--- src/rtl/wta_pkg.sv ---
// Shared types and width helpers for the temporal winner-take-all stage.
package wta_pkg;

  typedef enum logic [1:0] {
    IDLE   = 2'd0,
    ARMED  = 2'd1,
    LOCKED = 2'd2
  } wta_state_t;

  function automatic int unsigned idx_w(input int unsigned width);
    return (width > 1) ? int'($clog2(width)) : 1;
  endfunction

  function automatic int unsigned time_w(input int unsigned gamma_cycle_width);
    return (gamma_cycle_width > 1) ? int'($clog2(gamma_cycle_width)) : 1;
  endfunction

endpackage

--- src/rtl/temporal_wta_if.sv ---
// Race-logic bundle between mem_group_share, the WTA stage and the readout.
interface temporal_wta_if
  import wta_pkg::*;
#(
  parameter int unsigned GAMMA_CYCLE_WIDTH = 16,
  parameter int unsigned WIDTH             = 8
);
  localparam int unsigned IDX_W  = idx_w(WIDTH);
  localparam int unsigned TIME_W = time_w(GAMMA_CYCLE_WIDTH);

  logic [WIDTH-1:0]  in;
  logic [WIDTH-1:0]  out;
  logic [IDX_W-1:0]  winner_idx;
  logic [TIME_W-1:0] winner_time;
  logic              winner_valid;

  // master: upstream driver / downstream consumer side
  modport master (output in, input out, winner_idx, winner_time, winner_valid);
  // slave: the WTA stage itself
  modport slave  (input in, output out, winner_idx, winner_time, winner_valid);

endinterface

--- src/rtl/wta_priority_pick.sv ---
// Combinational picker: first set request at or above ptr, wrapping modulo WIDTH.
module wta_priority_pick
  import wta_pkg::*;
#(
  parameter int unsigned WIDTH = 8,
  localparam int unsigned IDX_W = idx_w(WIDTH)
) (
  input  logic [WIDTH-1:0] req,
  input  logic [IDX_W-1:0] ptr,
  output logic [IDX_W-1:0] idx_c,
  output logic             any_c
);

  int unsigned j;

  always_comb begin
    idx_c = '0;
    any_c = 1'b0;
    j     = 0;
    for (int unsigned i = 0; i < WIDTH; i++) begin
      j = (32'(ptr) + i) % WIDTH;
      if (!any_c && req[j]) begin
        any_c = 1'b1;
        idx_c = IDX_W'(j);
      end
    end
  end

endmodule

--- src/rtl/temporal_wta.sv ---
// Temporal winner-take-all: first rising line per gamma cycle wins, later rises inhibited.
// Optional WTA_TIE_ROUND_ROBIN_EN: ties resolved round-robin instead of lowest index.
module temporal_wta
  import wta_pkg::*;
#(
  parameter int unsigned GAMMA_CYCLE_WIDTH = 16,
  parameter int unsigned WIDTH             = 8
) (
  input  logic           aclk,
  input  logic           rst,
  input  logic           grst,
  temporal_wta_if.slave  bus
);

  localparam int unsigned IDX_W  = idx_w(WIDTH);
  localparam int unsigned TIME_W = time_w(GAMMA_CYCLE_WIDTH);
  localparam logic [TIME_W-1:0] TCNT_MAX = TIME_W'(GAMMA_CYCLE_WIDTH - 1);

  wta_state_t        state_q, state_d;
  logic [TIME_W-1:0] tcnt_q, tcnt_d;
  logic [WIDTH-1:0]  in_q, in_q_d;
  logic [WIDTH-1:0]  out_q, out_d;
  logic [IDX_W-1:0]  idx_q, idx_d;
  logic [TIME_W-1:0] time_q, time_d;
  logic              valid_q, valid_d;

  logic [WIDTH-1:0]  rise_c;
  logic [IDX_W-1:0]  pick_idx_c;
  logic              pick_any_c;
  logic [IDX_W-1:0]  pick_ptr_c;

`ifdef WTA_TIE_ROUND_ROBIN_EN
  logic [IDX_W-1:0]  rr_ptr_q, rr_ptr_d;

  assign pick_ptr_c = rr_ptr_q;
  assign rr_ptr_d   = (state_q == ARMED && !grst && pick_any_c)
                    ? ((pick_idx_c == IDX_W'(WIDTH - 1)) ? '0 : pick_idx_c + IDX_W'(1))
                    : rr_ptr_q;

  // Pointer survives grst so fairness spans gamma cycles.
  always_ff @(posedge aclk) begin
    if (rst) rr_ptr_q <= '0;
    else     rr_ptr_q <= rr_ptr_d;
  end
`else
  assign pick_ptr_c = '0;
`endif

  assign rise_c = (state_q == ARMED) ? (bus.in & ~in_q) : '0;

  wta_priority_pick #(.WIDTH(WIDTH)) u_pick (
    .req   (rise_c),
    .ptr   (pick_ptr_c),
    .idx_c (pick_idx_c),
    .any_c (pick_any_c)
  );

  // Next-state and registered-output logic
  always_comb begin
    state_d = state_q;
    tcnt_d  = tcnt_q;
    in_q_d  = bus.in;
    out_d   = out_q;
    idx_d   = idx_q;
    time_d  = time_q;
    valid_d = valid_q;
    if (grst) begin
      state_d = ARMED;
      tcnt_d  = '0;
      in_q_d  = '0;
      out_d   = '0;
      valid_d = 1'b0;
    end else begin
      if (tcnt_q != TCNT_MAX) tcnt_d = tcnt_q + TIME_W'(1);
      if (state_q == ARMED && pick_any_c) begin
        state_d = LOCKED;
        out_d   = WIDTH'(1) << pick_idx_c;
        idx_d   = pick_idx_c;
        time_d  = tcnt_q;
        valid_d = 1'b1;
      end
    end
  end

  always_ff @(posedge aclk) begin
    if (rst) begin
      state_q <= IDLE;
      tcnt_q  <= '0;
      in_q    <= '0;
      out_q   <= '0;
      idx_q   <= '0;
      time_q  <= '0;
      valid_q <= 1'b0;
    end else begin
      state_q <= state_d;
      tcnt_q  <= tcnt_d;
      in_q    <= in_q_d;
      out_q   <= out_d;
      idx_q   <= idx_d;
      time_q  <= time_d;
      valid_q <= valid_d;
    end
  end

  assign bus.out          = out_q;
  assign bus.winner_idx   = idx_q;
  assign bus.winner_time  = time_q;
  assign bus.winner_valid = valid_q;

endmodule

--- src/flat_wrapper.sv ---
// flat-port wrapper written by rule: the top's interface ports become plain ports
module temporal_wta_flat import wta_pkg::*;
#(
  parameter int unsigned GAMMA_CYCLE_WIDTH = 16,
  parameter int unsigned WIDTH             = 8
)
  (aclk, rst, grst, bus_in, bus_out, bus_winner_idx, bus_winner_time, bus_winner_valid);
  temporal_wta_if #(.GAMMA_CYCLE_WIDTH(GAMMA_CYCLE_WIDTH), .WIDTH(WIDTH)) bus_i ();
  input  logic aclk;
  input  logic rst;
  input  logic grst;
  input wire logic [$bits(bus_i.in)-1:0] bus_in;
  output wire logic [$bits(bus_i.out)-1:0] bus_out;
  output wire logic [$bits(bus_i.winner_idx)-1:0] bus_winner_idx;
  output wire logic [$bits(bus_i.winner_time)-1:0] bus_winner_time;
  output wire logic [$bits(bus_i.winner_valid)-1:0] bus_winner_valid;
  assign bus_i.in = bus_in;
  assign bus_out = bus_i.out;
  assign bus_winner_idx = bus_i.winner_idx;
  assign bus_winner_time = bus_i.winner_time;
  assign bus_winner_valid = bus_i.winner_valid;
  temporal_wta #(.GAMMA_CYCLE_WIDTH(GAMMA_CYCLE_WIDTH), .WIDTH(WIDTH)) u_core (.aclk(aclk), .rst(rst), .grst(grst), .bus(bus_i));
endmodule
--- config.mk ---
export PLATFORM = sky130hd
export DESIGN_NAME = temporal_wta_flat
export DESIGN_NICKNAME = d
export VERILOG_FILES = /design/src/rtl/wta_pkg.sv /design/src/rtl/temporal_wta_if.sv /design/src/rtl/wta_priority_pick.sv /design/src/rtl/temporal_wta.sv /design/src/flat_wrapper.sv
export SDC_FILE = /design/constraint.sdc
export NUM_CORES = 1
export LEC_CHECK = 0
export BUFFER_PORTS_ARGS = -buffer_cell sky130_fd_sc_hd__buf_2
export CAP_MARGIN = 20
export CORE_ASPECT_RATIO = 0.6
export CORE_MARGIN = 4
export CORE_UTILIZATION = 47
export CTS_CLUSTER_DIAMETER = 150
export DETAILED_ROUTE_END_ITERATION = 8
export GPL_TIMING_DRIVEN = 1
export HOLD_SLACK_MARGIN = 0.03
export PLACE_DENSITY = 0.73
export SLEW_MARGIN = 30
export SYNTH_ARGS = -nofsm -noshare
export SYNTH_HDL_FRONTEND = slang
export SYNTH_SLANG_ARGS = --single-unit
export TNS_END_PERCENT = 50
--- constraint.sdc ---
create_clock -name aclk -period 1.4 [get_ports aclk]
set_clock_uncertainty 0.05 [all_clocks]
set_input_delay 0.28 -clock aclk [delete_from_list [all_inputs] [get_ports aclk]]
set_output_delay 0.28 -clock aclk [all_outputs]
set_load 0.05 [all_outputs]
; After elaboration in Yosys (flattened, before gate mapping)
; Index checks and enable logic that the tools add are counted.
[op_classes]
mux = 18
n_reduce_logical = 18
add_sub_neg = 1
n_div = 0
shifts = 1
n_eq_ne = 2
bitwise = 3
mul = 0
order_cmp = 0
[ops]
columns = operator, count
row1 = 2-to-1 mux 3 bit, 6
row2 = 2-to-1 mux 1 bit, 11
row3 = AND 8 bit, 1
row4 = logical AND 1 bit, 8
row5 = 2-to-1 mux 8 bit, 1
row6 = inverter 8 bit, 1
row7 = "left shift 1 x 3 -> 8 bit, first input constant", 1
row8 = logical NOT 1 bit, 7
row9 = "adder 4 x 1 -> 4 bit, second input constant", 1
row10 = "!= test 4 bit, second input constant", 1
row11 = "equality test 2 x 1 -> 1 bit, second input constant", 1
row12 = AND reduction 2 bit, 1
row13 = nonzero test 2 bit, 1
row14 = OR reduction 2 bit, 1
row15 = inverter 1 bit, 1
[totals]
rom_bits = 0
wordCells = 50
inputBits = 11
latchBits = 0
ff_bits = 29
output_inout_bits = 16
n_memories = 0
ram_bits = 0

; Longest topological paths before layout
; Gate-level depths: netlist of the first run.
[depth]
depth_word = 28
mapped_depth = 5
mapped_depth_nobuf = 4

; By module
; From an unflattened synthesis of the first run, not the netlist that was laid out.
[hier_totals]
hier_cells = 241
area_unflattened_um2 = 2184.6
[by_module_without_submodules]
columns = mod, area_each_um2, n_inst, seq_area_each_um2, cells_each
row1 = temporal_wta, 1103.6, 1, 580.6, 120
row2 = wta_priority_pick, 1081.0, 1, 0.0, 121

; Worst setup path after synthesis of the first run
; OpenSTA, ideal clock, no wires.
[synth_timing]
path_type = reg-to-reg
startpoint = register u_core.bus.winner_valid (netlist name)
endpoint = register u_core.idx_q[1] (netlist: u_core.bus.winner_idx[1])
setup_time_ps = 119
path_buffers = 0
path_slack_ps = -351
t_required_ps = 1231
arrival_time_ps = 1582
synth_period_minus_slack_ps = 1751
path_stages_with_launch = 5
cell_sequence = dfxtp_1 > and4bb_1 > nor2_2 > a31oi_4 > o221a_1
[synth_rtl]
columns = item, line
row1 = "end signal, assigned", temporal_wta.sv:99  ; idx_q <= idx_d;
row2 = "end, declared", temporal_wta.sv:23  ; logic [IDX_W-1:0] idx_q, idx_d;

==> summary.txt, run 1 <==
Outcome
  • Status: finished, violations left
  • Violated checks: setup timing

Clock network
  • CTS Buffer Depth: 2
  • H-tree Lvls: 2
  • Clock buffer count from CTS: 5
  • Skew-Pair Late Insertion Delay: 280 ps
  • CTS root buf: clkbuf_8
  • TritonCTS clock tree: built
  • Clock sinks: 29
  • Hold buffer count at CTS: 0
  • Worst-path clk slew: 60 ps

Yosys
  • Post-synth top area cell: dfxtp_1
  • Fraction of registers with async set/reset: 0%
  • Synth Net Count: 140
  • Primary FF master, synth: dfxtp_1
  • Post-synth top area share: 47.6%
  • Mean area per synthesized cell: 9.53 um^2
  • Post-synth cell types: 36
  • Yosys warns: 0
  • Count leader, synth: dfxtp_1
  • Synth Instances: 128
  • Mapped Area: 1220 um^2
  • Post-synthesis sequential area ratio: 47.6%
  • Synth area leaders: dfxtp_1 48%, nand2_1 5.5%, and2_1 4.1%, mux2i_1 4.1%, a31oi_4 3.5%
  • Yosys reg bits: 29
  • Post-synth EDFFs: 0
  • Top post-synthesis cells by count: 29 x dfxtp_1, 18 x nand2_1, 8 x and2_1

Route
  • Residual DRC: 0
  • Drt initial violations: 60
  • Total wire length: 3.15 mm
  • Via density: 5.29
  • ANT nets after route: 0
  • WL per Instance: 15.0 um
  • Drt first pass iters: 4
  • Routed vias: 1,105

Setup path
  • R2R Path Start: u_core.bus.winner_valid
  • Worst Path Max Fanout: 7
  • CP endpoint kind: flop
  • Critical Path Sink: u_core.bus.out[5]
  • Critical path startpoint: u_core.bus.winner_valid
  • WP data required: 1510 ps
  • Slowest Stage Delay on Critical Path: 350 ps
  • Register-to-Register Path Depth: 5
  • CP Cell Sequence: nand2b_4, a41o_4, buf_12, a31oi_4, o22ai_1
  • Slowest CP cell: dfxtp_4
  • Worst Setup Path Type: reg -> reg
  • Worst R2R End: u_core.bus.out[5]
  • Reg-to-reg slack, setup: -70 ps
  • CP arrival: 1570 ps
  • Critical Path Source Type: flop

Layout
  • Diode count: 0
  • Share of post-route cells with drive strength above 1: 40.2%
  • Final core utilization: 74.2%
  • Multi-input gate area: 658 um^2
  • Area Overhead vs Synth: 40.4%
  • Register area: 586 um^2
  • Post-route design area: 1710 um^2
  • FILL cells: 188
  • Nets: 190

Placed design
  • Placed cell areas: 1510 um^2
  • Buffers on Ports: 26
  • Setup WS pre-CTS: -134 ps
  • Post-DP HPWL: 2.09 mm
  • Routability cong.: 0.771

Floorplanning
  • Core Area: 2310 um^2
  • Die ar.: 3500 um^2
  • DIE WIDTH: 73.8 um
  • Initial Util: 52.8%
  • Num ports: 27
  • Core Rows: 13
  • Die Y-Extent: 47.5 um

Global routing
  • Initial antenna violation count: 0
  • Vias in the first global route: 1,093
  • GRT Resource Usage Total: 20.7%
  • Wire length of the first global-routing pass: 5.23 mm
  • Gr ovfl total: 0
  • Largest net degree at the start of global routing: 12

Pwr
  • Sequential power share: 44.9%
  • Psw: 0.000498 W
  • VDD IR max: 0.759 mV
  • Power per cell area: 1130 nW/um^2
  • Leak pwr: 0.750 nW
  • Sw Ratio: 25.8%
  • Clk pwr share: 38.8%
  • Combinational share of power: 16.4%
  • Internal Power: 0.00144 W

Timing
  • Final setup fails: 14
  • Slew HR: 76.5%
  • Fmax: 681 MHz
  • Worst slew pin tran: 352 ps
  • Min Tclk post-route: 1470 ps
  • Final-report hold violation count: 0
  • Worst hold margin: 165 ps
  • Unrepaired setup endpoints after global routing: yes
  • Final period util: 105%
  • Setup TNS Final: -515 ps
  • Final slew viol count: 0
  • Worst setup margin: -67.9 ps

Flow run
  • Max Cap Violations: 0

Hold path
  • Hold crit path type: in -> reg
[worst max-delay path, delay by kind of cell, from the launching register on]
family | cells | cell delay (ps)
compound gates | 3 | 650
buf+inv | 1 | 140
flops | 1 | 350
simple gates | 1 | 140
[how the worst min path moves through the flow]
| stage | to | cells after the start | from | slack [ps] |
|---|---|---|---|---|
| after floorplan | u_core.tcnt_q[0] | 1 | rst | 310 |
| after detailed placement | u_core.bus.out[6] | 2 | u_core.bus.out[6] | 390 |
| after global placement | u_core.bus.out[1] | 2 | u_core.bus.out[1] | 390 |
| after global routing | u_core.in_q[7] | 2 | bus_in[7] | 170 |
| final | u_core.in_q[5] | 2 | bus_in[5] | 170 |
| after CTS | u_core.in_q[5] | 2 | bus_in[5] | 170 |
[state kept, by name (all words and copies together) (netlist names)]
register / flops
u_core.bus.out: 8
u_core.bus.winner_valid: 1
u_core.in_q: 8
u_core.tcnt_q: 4
u_core.state_q: 1
u_core.bus.winner_time: 4
u_core.bus.winner_idx: 3
[repair_timing]
action / in CTS / in global routing
pin swaps: 8 / 6
gates resized for setup: 11 / 4
buffers inserted: 3 / 1
setup endpoints to repair: 17 / 17
[placed cells by master (no fill, tap or decap), types with 2 or more instances in the layout]
cell type,instances
a21oi_1,2
a31oi_1,2
a31oi_4,2
and2_1,8
buf_2,26
buf_4,19
buf_6,2
clkbuf_8,7
dfxtp_1,27
inv_1,4
mux2i_1,5
nand2_1,18
nand2b_1,3
nand2b_4,4
nand3_1,5
nor2_1,3
nor2b_1,4
nor3_1,6
o21a_1,2
o21ai_0,2
o21ai_1,4
o221a_1,2
o22ai_1,3
[cell type report]
class | count | area share (%)
clock buffers | 7 | 5.62
multi-input cells | 90 | 38.4
flip-flops and latches | 29 | 34.2
inverters | 4 | 0.877
repair buffers | 48 | 18.4
clock inverters | 1 | 0.292
well taps | 30 | 2.19
[per-layer routing]
layer	vias up	part of all wire, %	track usage, %	routed length [um]
met5	-	0	0	0
met3	7	6.7	6.71	212
met1	507	45	26.2	1420
li1	551	-	-	-
met2	40	46	33.5	1460
met4	0	1.6	8.66	50
[power by group through the flow]
stage / Clock, W / Combinational (W) / Sequential, W
5_1_grt: 0.000811 / 0.000341 / 0.000870
2_1_floorplan: 0 / 0.000129 / 0.000919
3_5_place_dp: 0 / 0.000270 / 0.000885
4_1_cts: 0.000759 / 0.000302 / 0.000867
6_report: 0.000750 / 0.000316 / 0.000868
3_3_place_gp: 0 / 0.000265 / 0.000883
[cell families (layout without fill, tap and decap cells)]
family / after synthesis / after routing / share of synthesized area [%]
and+or+nand+nor: 56 / 56 / 24.7
AOI/OAI and AO/OA: 27 / 27 / 18.5
xor gates and xnor gates: 1 / 1 / 0.718
buffers and inverters: 9 / 60 / 3.38
muxes: 5 / 5 / 4.10
adders and majority gates: 1 / 1 / 1.03
DFF: 29 / 29 / 47.6
[through the flow]
stage / total power (W) / std cells
3_3_place_gp: 0.00115 / 197
4_1_cts: 0.00193 / 208
3_5_place_dp: 0.00116 / 197
2_1_floorplan: 0.00105 / 128
5_1_grt: 0.00202 / 209
6_report: 0.00193 / 209
No activity file was read; power rests on OpenSTA's default activity.
==> inputs of run 2 (changes only) <==
CORE_UTILIZATION = 52   (was 47)
PLACE_DENSITY = 0.77   (was 0.73)
clock period = 1.5 ns   (was 1.4 ns; I/O delays follow)
==> summary.txt, run 2 (synthesis gave the netlist of run 1 again) <==
Outcome
  • Status: finished, violations left
  • Violated checks: setup timing

Route
  • ANT nets after route: 0 (unchanged)
  • Drt first pass iters: 4 (unchanged)
  • Total wire length: 3.23 mm (+2.8%)
  • Drt initial violations: 48 (-20%)
  • Residual DRC: 0 (unchanged)
  • WL per Instance: 16.2 um (+7.4%)
  • Routed vias: 1,105 (unchanged)
  • Via density: 5.53 (+4.5%)

Timing
  • Worst setup margin: -7.60 ps (+60.3 ps)
  • Fmax: 663 MHz (-2.6%)
  • Min Tclk post-route: 1510 ps (+39.7 ps)
  • Final slew viol count: 0 (unchanged)
  • Slew HR: 73.8% (-2.7 points)
  • Final setup fails: 5 (-9)
  • Final period util: 101% (-4.3 points)
  • Final-report hold violation count: 0 (unchanged)
  • Worst hold margin: 180 ps (+15.1 ps)
  • Worst slew pin tran: 383 ps (+30.6 ps)
  • Unrepaired setup endpoints after global routing: yes

Layout
  • Most frequent cells in the layout: 26 x buf_2, 26 x dfxtp_1, 18 x nand2_1, 11 x buf_4, 8 x and2_1
  • FILL cells: 166 (-12%)
  • Area Overhead vs Synth: 32.2%
  • Final core utilization: 73.4% (-0.71 points)
  • Nets: 181 (-4.7%)
  • Diode count: 0 (unchanged)
  • Share of post-route cells with drive strength above 1: 35.3% (-4.9 points)

Clock network
  • Worst-path clk slew: 60 ps (about the same)
  • CTS root buf: clkbuf_8
  • H-tree Lvls: 2 (unchanged)
  • Clock buffer count from CTS: 5 (unchanged)
  • Hold buffer count at CTS: 0 (unchanged)
  • Clock sinks: 29 (unchanged)
  • Skew-Pair Late Insertion Delay: 290 ps (about the same)
  • TritonCTS clock tree: built
  • CTS Buffer Depth: 2 (unchanged)

Global routing
  • Vias in the first global route: 1,045 (-4.4%)
  • Initial antenna violation count: 0 (unchanged)
  • Gr ovfl total: 0 (unchanged)
  • GRT Resource Usage Total: 20.3% (-0.45 points)
  • Wire length of the first global-routing pass: 4.79 mm (-8.5%)
  • Largest net degree at the start of global routing: 20 (+8)

Placed design
  • Setup WS pre-CTS: -43.9 ps (+89.6 ps)
  • Buffers on Ports: 26 (unchanged)
  • Routability cong.: 0.804 (+4.3%)
  • Post-DP HPWL: 2.10 mm (+0.12%)

Floorplanning
  • Core Rows: 13 (unchanged)
  • Num ports: 27 (unchanged)
  • Die Y-Extent: 45.5 um (-4.1%)
  • Initial Util: 55.6% (+2.7 points)
  • Core Area: 2200 um^2 (-4.9%)
  • DIE WIDTH: 70.5 um (-4.4%)
  • Die ar.: 3210 um^2 (-8.3%)

Hold path
  • Hold crit path type: in -> reg

Flow run
  • Max Cap Violations: 0 (unchanged)

Setup path
  • WP data required: 1620 ps (+110 ps)
  • Critical Path Source Type: flop
  • WP buf/inv: 1 (unchanged)
  • CP top delay family: compound AO/OA/AOI/OAI gates
  • CP arrival: 1620 ps (+50 ps)
  • Worst Setup Path Type: reg -> reg
  • Slowest CP cell: dfxtp_2
  • Slowest Stage Delay on Critical Path: 330 ps (-20 ps)
  • CP endpoint kind: flop
  • Worst Path Max Fanout: 7 (unchanged)
  • CP Cell Sequence: nand2b_4, a41o_4, buf_12, a31oi_4, o21ai_1

Pwr
  • VDD IR max: 0.584 mV (-23%)
  • Leak pwr: 0.698 nW (-6.9%)
  • Power per cell area: 1110 nW/um^2 (-2.0%)
[run 2: changes by cell type in the layout (fill, tap and decap cells not counted), sizes merged]
| cell | change |
|---|---|
| buf | -9 |
[run 2: routing by layer]
layer / up-vias / wire length (um) / track usage (%)
met5: - / 0 / 0
met4: 0 / 111 / 8.99
met3: 12 / 240 / 7.71
met2: 45 / 1510 / 33.5
met1: 515 / 1370 / 24.2
li1: 533 / - / -
[run 2: area by class of cell]
type / instances / area [um^2] / share of cell area [%]
clock buffers: 7 / 96.3 / 5.97
clock inverters: 1 / 5.00 / 0.310
inverters: 4 / 15.0 / 0.931
multi-input cells: 90 / 619 / 38.4
flip-flops and latches: 29 / 587 / 36.4
well taps: 30 / 37.5 / 2.33
repair buffers: 39 / 253 / 15.7
[run 2: worst paths after layout]
| path | slack (ps) | from | cells after the start | end |
|---|---|---|---|---|
| worst max-delay path | -8 | u_core.in_q[2] | 5 | u_core.bus.out[2] |
| worst min-delay path | 180 | bus_in[7] | 2 | u_core.in_q[7] |
| worst max register to register | -8 | u_core.in_q[2] | 5 | u_core.bus.out[2] |
| worst min register to register | 410 | u_core.bus.out[2] | 2 | u_core.bus.out[2] |
[run 2: repair_timing]
action	4_1_cts	5_1_grt
gates cloned	0	0
buffers inserted	0	2
resized for setup	2	4
endpoints found under the setup margin	10	13
pin swaps	2	4
[run 2: where the power goes]
part           total [W]  leakage, nW  internal (W)  switching (W)
combinational   0.000266        0.406      0.000110       0.000156
sequential      0.000810        0.237      0.000794      0.0000161
clock           0.000708       0.0542      0.000414       0.000295
total            0.00178        0.698       0.00132       0.000467
[run 2: per-stage QoR]
step	instances	area (um^2)	total power [W]	setup TNS, ps
floorplan	128	1220	0.000978	-0.526
global placement	190	1470	0.00106	0
detailed placement	190	1470	0.00107	-126
CTS	198	1580	0.00177	0
global route	200	1610	0.00186	-438
finish	200	1610	0.00178	-15.4
==> inputs of run 3 (changes only) <==
CORE_UTILIZATION = 55   (was 52)
CTS_BUF_LIST = sky130_fd_sc_hd__clkbuf_2 sky130_fd_sc_hd__clkbuf_4 sky130_fd_sc_hd__clkbuf_8   (was default)
PLACE_DENSITY = 0.81   (was 0.77)
==> summary.txt, run 3 (synthesis gave the netlist of run 1 again) <==
Outcome
  • Violated checks: setup timing
  • Status: finished, violations left

Route
  • Met3 routed WL: 254 um (+5.8%)
  • ANT nets after route: 0 (unchanged)
  • WL per Instance: 15.8 um (-1.9%)
  • Top Layer Used: met4
  • Drt first pass iters: 4 (unchanged)
  • Via density: 5.76 (+4.2%)
  • Routed vias: 1,146 (+3.7%)
  • Drt initial violations: 117 (+140%)
  • Residual DRC: 0 (unchanged)
  • Total wire length: 3.15 mm (-2.4%)
  • Met1 wire length: 1.40 mm (+2.3%)
  • Met2 WL: 1.44 mm (-5.0%)

Setup path
  • WP data required: 1610 ps (about the same)
  • Critical Path Source Type: flop
  • CP Cell Sequence: nand2b_4, a41o_4, buf_12, a31oi_4, o22ai_1
  • Slowest CP cell: dfxtp_4
  • Slowest Stage Delay on Critical Path: 350 ps (+20 ps)
  • Worst Setup Path Type: reg -> reg
  • WP buf/inv: 1 (unchanged)
  • Worst Path Max Fanout: 7 (unchanged)
  • CP top delay family: compound AO/OA/AOI/OAI gates
  • CP endpoint kind: flop
  • CP arrival: 1620 ps (about the same)

Clock network
  • Skew-Pair Late Insertion Delay: 280 ps (about the same)
  • Hold buffer count at CTS: 0 (unchanged)
  • TritonCTS clock tree: built
  • Clock sinks: 29 (unchanged)
  • Worst-path clk slew: 60 ps (about the same)
  • CTS root buf: clkbuf_8
  • Clock buffer count from CTS: 5 (unchanged)
  • CTS Buffer Depth: 2 (unchanged)
  • H-tree Lvls: 2 (unchanged)

Layout
  • FILL cells: 101 (-39%)
  • Final core utilization: 84.9% (+11 points)
  • Share of post-route cells with drive strength above 1: 37.4% (+2.1 points)
  • Post-route design area: 1670 um^2 (+3.6%)
  • Area Overhead vs Synth: 36.9%
  • Most common cell after layout, fill and taps aside: dfxtp_1
  • Diode count: 0 (unchanged)
  • Most frequent cells in the layout: 27 x dfxtp_1, 26 x buf_2, 18 x nand2_1, 12 x buf_4, 8 x and2_1
  • Nets: 182 (+0.55%)
  • Post-Layout Cell Count: 199 (-0.50%)

Pwr
  • Clk pwr share: 46.9% (+7.2 points)
  • Combinational share of power: 13.4% (-1.5 points)
  • Sequential power share: 39.7% (-5.7 points)
  • Leak pwr: 0.721 nW (+3.4%)
  • Power per cell area: 1220 nW/um^2 (+10%)
  • Sw Ratio: 23.2% (-2.9 points)
  • Internal Power: 0.00156 W (+19%)
  • Psw: 0.000474 W (+1.5%)
  • Post-layout power: 0.00204 W (+14%)
  • VDD IR max: 1.03 mV (+77%)

Floorplanning
  • Core Rows: 12 (-1)
  • Die Y-Extent: 44.5 um (-2.3%)
  • Num ports: 27 (unchanged)
  • Initial Util: 62.0% (+6.5 points)
  • Core Area: 1970 um^2 (-10%)
  • Die ar.: 3060 um^2 (-4.7%)
  • DIE WIDTH: 68.8 um (-2.5%)

Flow run
  • Max Cap Violations: 0 (unchanged)

Timing
  • Final slew viol count: 0 (unchanged)
  • Final period util: 101% (+0.14 points)
  • Min Tclk post-route: 1510 ps (+2.13 ps)
  • Final-report hold violation count: 0 (unchanged)
  • Fmax: 662 MHz (-0.14%)
  • Unrepaired setup endpoints after global routing: yes
  • Worst setup margin: -9.73 ps (-2.13 ps)
  • Worst slew pin tran: 419 ps (+35.8 ps)
  • Setup TNS Final: -9.73 ps (+5.70 ps)
  • Final setup fails: 1 (-4)
  • Slew HR: 72.0% (-1.8 points)

Global routing
  • Wire length of the first global-routing pass: 4.71 mm (-1.6%)
  • Largest net degree at the start of global routing: 12 (-40%)
  • Vias in the first global route: 1,051 (+0.57%)
  • GRT Resource Usage Total: 21.6% (+1.3 points)
  • Gr ovfl total: 0 (unchanged)
  • Initial antenna violation count: 0 (unchanged)

Placed design
  • # placed instances: 188 (-1.1%)
  • Placed cell areas: 1460 um^2 (-1.0%)
  • Routability cong.: 0.883 (+9.8%)
  • Buffers on Ports: 26 (unchanged)
  • Post-DP HPWL: 2.08 mm (-0.73%)

Hold path
  • Hold crit path type: in -> reg
==> run 3: cell types whose count changed in the layout (fill, tap and decap cells not counted), sizes merged <==
cell / delta
bufinv: +2
clkbuf: -2
buf: +1
==> run 3: through the flow <==
step           worst slack (ps)  hold WS [ps]
2_1_floorplan            -0.263           327
3_3_place_gp              -47.8           385
3_5_place_dp              -81.2           393
4_1_cts                    8.09           187
5_1_grt                   -42.2           183
6_report                  -9.73           188
==> run 3: layout make-up <==
cell class	count	area [um^2]	area share, %
Clock buffer	5	68.8	4.12
Clock inverter	3	65.1	3.90
Inverter	4	15.0	0.899
Multi-Input combinational cell	90	649	38.9
Sequential cell	29	586	35.1
Tap cell	28	35.0	2.10
Timing Repair Buffer	40	251	15.1
==> run 3: path summary, 6_finish.rpt <==
kind / from / endpoint / slack (ps) / cells after the start
worst min register to register: u_core.bus.out[2] / u_core.bus.out[2] / 410 / 2
worst max-delay path: u_core.bus.winner_valid / u_core.bus.out[5] / -10 / 5
worst max register to register: u_core.bus.winner_valid / u_core.bus.out[5] / -10 / 5
worst min-delay path: bus_in[5] / u_core.in_q[5] / 190 / 2
==> run 3: power groups by stage <==
stage | sequential (W) | combinational, W | clock, W
CTS | 0.000808 | 0.000242 | 0.000970
floorplan | 0.000857 | 0.000121 | 0
finish | 0.000810 | 0.000273 | 0.000956
global placement | 0.000823 | 0.000229 | 0
detailed placement | 0.000824 | 0.000235 | 0
global route | 0.000812 | 0.000287 | 0.00102
==> run 3: metal layers <==
layer  track usage (%)  vias to the layer above
met1              27.3                      547
li1                  -                      534
met3              7.61                       12
met5                 0                        -
met4              10.9                        0
met2              32.6                       53
==> run 3: repair_timing <==
item / 4_1_cts / 5_1_grt
pin swaps: 3 / 8
resized for setup: 3 / 9
buffers inserted: 0 / 3
endpoints found under the setup margin: 8 / 14
